`src/rtl/imem_loader.sv`:
```
// Program loader: packs a big-endian byte stream into 32-bit words, writes them
// to instruction memory from BASE_ADDR upward, then releases the core from reset.
module imem_loader #(
  parameter int unsigned BASE_ADDR = 1000,
  parameter int unsigned MAX_WORDS = 256
) (
  input  logic        clk,
  input  logic        rst_n,
  input  logic        in_valid,
  input  logic [7:0]  in_data,
  input  logic        in_last,
  output logic        in_ready,
  input  logic        reload,
  output logic        mem_we,
  output logic [31:0] mem_addr,
  output logic [31:0] mem_wdata,
  output logic [15:0] word_count,
  output logic        core_rst_n,
  output logic [31:0] start_pc,
  output logic        load_done,
  output logic        load_err
);

  localparam int unsigned AW = 32;
  localparam int unsigned CW = 16;

  typedef enum logic [2:0] {
    S_IDLE,
    S_COLLECT,
    S_WRITE,
    S_DONE,
    S_ERR
  } state_t;

  state_t      state;
  logic [1:0]  idx;
  logic [23:0] asm_q;
  logic        last_q;
  logic        accept_c;

  assign accept_c = in_valid && in_ready;

  always_ff @(posedge clk or negedge rst_n) begin
    if (!rst_n) begin
      state      <= S_IDLE;
      idx        <= 2'd0;
      asm_q      <= 24'd0;
      last_q     <= 1'b0;
      in_ready   <= 1'b0;
      mem_we     <= 1'b0;
      mem_addr   <= AW'(BASE_ADDR);
      mem_wdata  <= 32'd0;
      word_count <= 16'd0;
      core_rst_n <= 1'b0;
      start_pc   <= AW'(BASE_ADDR);
      load_done  <= 1'b0;
      load_err   <= 1'b0;
    end else begin
      case (state)
        S_IDLE: begin
          state    <= S_COLLECT;
          in_ready <= 1'b1;
        end

        S_COLLECT: begin
          if (accept_c) begin
            idx <= idx + 2'd1;
            case (idx)
              2'd0:    asm_q[23:16] <= in_data;
              2'd1:    asm_q[15:8]  <= in_data;
              2'd2:    asm_q[7:0]   <= in_data;
              default: asm_q        <= asm_q;
            endcase
            // 4th byte completes the word; an early in_last drops the partial word
            if (idx == 2'd3) begin
              state     <= S_WRITE;
              in_ready  <= 1'b0;
              mem_we    <= 1'b1;
              mem_wdata <= {asm_q, in_data};
              mem_addr  <= AW'(BASE_ADDR) + {14'd0, word_count, 2'b00};
              last_q    <= in_last;
            end else if (in_last) begin
              state    <= S_ERR;
              in_ready <= 1'b0;
              load_err <= 1'b1;
            end
          end
        end

        S_WRITE: begin
          mem_we     <= 1'b0;
          word_count <= word_count + 16'd1;
          if (last_q) begin
            state      <= S_DONE;
            load_done  <= 1'b1;
            core_rst_n <= 1'b1;
          end else if (word_count == CW'(MAX_WORDS - 1)) begin
            state    <= S_ERR;
            load_err <= 1'b1;
          end else begin
            state    <= S_COLLECT;
            in_ready <= 1'b1;
          end
        end

        S_DONE, S_ERR: begin
          if (reload) begin
            state      <= S_IDLE;
            word_count <= 16'd0;
            idx        <= 2'd0;
            load_done  <= 1'b0;
            load_err   <= 1'b0;
            core_rst_n <= 1'b0;
          end
        end

        default: state <= S_IDLE;
      endcase
    end
  end

endmodule

```
`config.mk`:
```
export PLATFORM = sky130hd
export DESIGN_NAME = imem_loader
export DESIGN_NICKNAME = d
export VERILOG_FILES = /design/src/rtl/imem_loader.sv
export SDC_FILE = /design/constraint.sdc
export NUM_CORES = 1
export LEC_CHECK = 0
export ABC_AREA = 1
export CORE_MARGIN = 3
export CORE_UTILIZATION = 49
export DETAILED_ROUTE_END_ITERATION = 12
export PLACE_DENSITY = 0.84
export SETUP_SLACK_MARGIN = 0.05
export SYNTH_ARGS = -nofsm -noshare
export SYNTH_HDL_FRONTEND = slang
export SYNTH_SLANG_ARGS = --single-unit
```
`constraint.sdc`:
```
create_clock -name clk -period 2.2 [get_ports clk]
set_clock_uncertainty 0.2 [all_clocks]
set_input_delay 0.22 -clock clk [delete_from_list [all_inputs] [get_ports clk]]
set_output_delay 0.22 -clock clk [all_outputs]
set_load 0.1 [all_outputs]
```
==> results.json <==
{
  "topRoutingLayerUsed": "met4",
  "timing.max_cap.violations": 0,
  "yosysMostFrequentCell": "sky130_fd_sc_hd__nand2_1",
  "global_route.overflow_total": 0,
  "finalSetupTns_ns": 0,
  "synth.ff_latch_count": 99,
  "drt_drc_violations_left": 0,
  "critical_path.reg2reg.endpoint": "load_err$_DFFE_PN0P_",
  "worstSkewPairLatency_ns": 0.37,
  "synth_top_cell_area_share": 0.471,
  "ys_top_cells_by_count": "sky130_fd_sc_hd__nand2_1, sky130_fd_sc_hd__dfrtp_1, sky130_fd_sc_hd__buf_4",
  "tightest_pin_transition_ns": 0.525,
  "met3RoutedLength_um": 851,
  "r2r_cells": 8,
  "muxShareOfSynthArea": 0,
  "synth_top_family_by_area": "simple AND/OR/NAND/NOR gates",
  "fmax_mhz": 533,
  "worstSetupEndpointType": "register",
  "global_route_wire_length_before_repair_um": 18300,
  "vias_per_std_cell": 4.97,
  "post_route_cells_drive_above_1_share": 0.170,
  "cts.clk_slew.worst_paths_ns": 0.10,
  "die_h_um": 106,
  "synthesis.area_per_instance_um2": 8.09,
  "ys_async_sr_fraction": 1.00,
  "num_rows": 36,
  "area_growth_syn_to_layout_pct": 15.3,
  "synth.largest_area_cell": "sky130_fd_sc_hd__dfrtp_1",
  "hpwlAfterDp_um": 8100,
  "r2r_setup_slack_ns": 0.32,
  "synth-edff-count": 0,
  "h_tree_lvl_count": 3,
  "period_share": 0.853,
  "floorplan.io_pins": 130,
  "final_net_count": 708,
  "max_slew_margin": 0.649,
  "firstDrtPassIters": 5,
  "layout.filler_cells": 878,
  "die-area_um2": 11300,
  "arrival_ns": 1.94,
  "path_class": "register to register",
  "report.final.hold_viol_count": 0,
  "slew_viol_final": 0,
  "io_buffers": 82,
  "design.core.area_um2": 9770,
  "first_global_vias": 3829,
  "rsz0062_at_grt": "no",
  "critical_path.reg2reg.startpoint": "word_count[0]$_DFFE_PN0P_",
  "die_w_um": 106,
  "number_of_antenna_diodes": 0,
  "synth_top_cells_by_area": "sky130_fd_sc_hd__dfrtp_1, sky130_fd_sc_hd__nand2_1, sky130_fd_sc_hd__buf_4, sky130_fd_sc_hd__o21ai_0, sky130_fd_sc_hd__inv_1",
  "period_minus_slack_ns": 1.88,
  "detail_route.wirelength_um": 11100,
  "routedLengthMet1_um": 4610,
  "grt_max_degree": 55,
  "ys.flop_type": "sky130_fd_sc_hd__dfrtp_1",
  "detailroute.via_count": 4111,
  "clock_sink_count": 99,
  "mapped_cell_area_um2": 4940,
  "crit_path_end": "load_err$_DFFE_PN0P_",
  "hold_path_class": "input port to async pin",
  "route.antenna.remaining_nets": 0,
  "maximum_clock_path_buffer_count": 2,
  "synth_cell_types": 28,
  "portion_of_the_post_synthesis_area_used_by_sequential_elements": 0.503,
  "routabilityCongestion": 0.881,
  "initial_antenna_violation_count": 0,
  "setup_viol_count_final": 0,
  "synthXorXnorAreaFrac": 0.00532,
  "routed_wire_length_per_instance_um": 13.4,
  "tritoncts": "built",
  "crit_path_max_fanout": 7,
  "routed-wl-met2_um": 5400,
  "dr.first_iter.drc_count": 217,
  "floorplan.initialDensity": 0.506,
  "synth_adder_area_share": 0.0152,
  "synth-warning-count": 32,
  "critPathLaunch": "word_count[0]$_DFFE_PN0P_",
  "synth_simple_gate_area_frac": 0.260,
  "final_core_utilization": 0.583,
  "timing.critical_path.required_ns": 2.27,
  "start_kind": "register",
  "status": "complete, no violations",
  "globalRouteTotalUtil": 0.201,
  "cts_inserted_buffers": 9,
  "netlist_instances": 611,
  "compound_gate_portion_of_the_synthesized_area": 0.0777,
  "clockRootBuffer": "sky130_fd_sc_hd__clkbuf_8"
}
## kinds of logic after synthesis
family                     after synthesis
other                                    1
DFF                                     99
buffers and inverters                  115
adders and majority gates                6
AOI/OAI and AO/OA                       74
and+or+nand+nor                        313
xor gates and xnor gates                 3
## metal layers
| metal | track usage | vias up |
|---|---|---|
| li1 | - | 2006 |
| met2 | 0.336 | 184 |
| met3 | 0.0407 | 20 |
| met5 | 0 | - |
| met4 | 0.0658 | 0 |
| met1 | 0.262 | 1901 |
## metrics by stage
stage | cells | hold slack, ns | cell area (µm²) | worst slack [ns]
finish | 827 | 0.134 | 5700 | 0.323
CTS | 827 | 0.126 | 5700 | 0.186
global placement | 810 | -0.00769 | 5490 | 0.186
floorplan | 657 | -0.276 | 5120 | 0.0501
detailed placement | 810 | -0.00352 | 5490 | 0.115
global route | 827 | 0.145 | 5700 | 0.197
## cells in the final DEF (no fill, tap or decap), types with 3 or more instances in the layout
cell	instances
sky130_fd_sc_hd__nand2_1	214
sky130_fd_sc_hd__dfrtp_1	86
sky130_fd_sc_hd__buf_4	76
sky130_fd_sc_hd__conb_1	47
sky130_fd_sc_hd__inv_1	45
sky130_fd_sc_hd__nor2_1	42
sky130_fd_sc_hd__o21ai_0	35
sky130_fd_sc_hd__nand3_1	31
sky130_fd_sc_hd__o21ai_1	23
sky130_fd_sc_hd__nand4_1	16
sky130_fd_sc_hd__clkdlybuf4s50_1	11
sky130_fd_sc_hd__clkbuf_8	9
sky130_fd_sc_hd__a21oi_1	8
sky130_fd_sc_hd__dfrtp_2	7
sky130_fd_sc_hd__a31oi_1	6
sky130_fd_sc_hd__ha_1	6
sky130_fd_sc_hd__dfstp_2	6
sky130_fd_sc_hd__nand2_2	5
sky130_fd_sc_hd__inv_8	4
sky130_fd_sc_hd__xor2_1	3
## flip-flops by register name, summed over array words and instances, names as in the netlist, 2 cells and up
| signal | cells |
|---|---|
| mem_wdata | 32 |
| word_count | 16 |
| state | 3 |
| idx | 2 |
| mem_addr | 17 |
| asm_q | 24 |
## cell type report
cell class | count | area (µm²) | area share
Sequential cell | 99 | 2490 | 0.438
Multi-Input combinational cell | 443 | 1950 | 0.342
Timing Repair Buffer | 89 | 711 | 0.125
Inverter | 47 | 179 | 0.0314
Tap cell | 133 | 166 | 0.0292
Clock buffer | 9 | 124 | 0.0217
Clock inverter | 7 | 77.6 | 0.0136
## how the worst min path moves through the flow
stage | startpoint | to | cells past startpoint
2_1_floorplan | rst_n | asm_q[0]$_DFFE_PN0P_ | 0
3_3_place_gp | rst_n | mem_wdata[24]$_DFFE_PN0P_ | 1
3_5_place_dp | rst_n | mem_wdata[0]$_DFFE_PN0P_ | 1
4_1_cts | rst_n | mem_wdata[6]$_DFFE_PN0P_ | 2
5_1_grt | rst_n | asm_q[8]$_DFFE_PN0P_ | 2
6_report | rst_n | mem_wdata[25]$_DFFE_PN0P_ | 2
## worst max-delay path: stages (launching register included)
cell                      delay [ns]
sky130_fd_sc_hd__dfrtp_2        0.44
sky130_fd_sc_hd__ha_1           0.27
sky130_fd_sc_hd__nand3_1        0.17
sky130_fd_sc_hd__nor2_1         0.30
sky130_fd_sc_hd__nand2_1        0.10
sky130_fd_sc_hd__nand2_1        0.10
sky130_fd_sc_hd__nand3_1        0.08
sky130_fd_sc_hd__nand2_1        0.06
sky130_fd_sc_hd__nand2_1        0.04
## repair_timing
| item | in CTS | in global routing |
|---|---|---|
| gates resized for setup | 0 | 2 |
| endpoints found under the hold margin | 70 | 0 |
| hold buffers | 1 | 0 |
| buffers inserted | 0 | 0 |
| endpoints found under the setup margin | 0 | 24 |
Power is left out: the tool's default activity adds up to more than one toggle a clock period on the data nets, which glitch-free logic cannot reach.
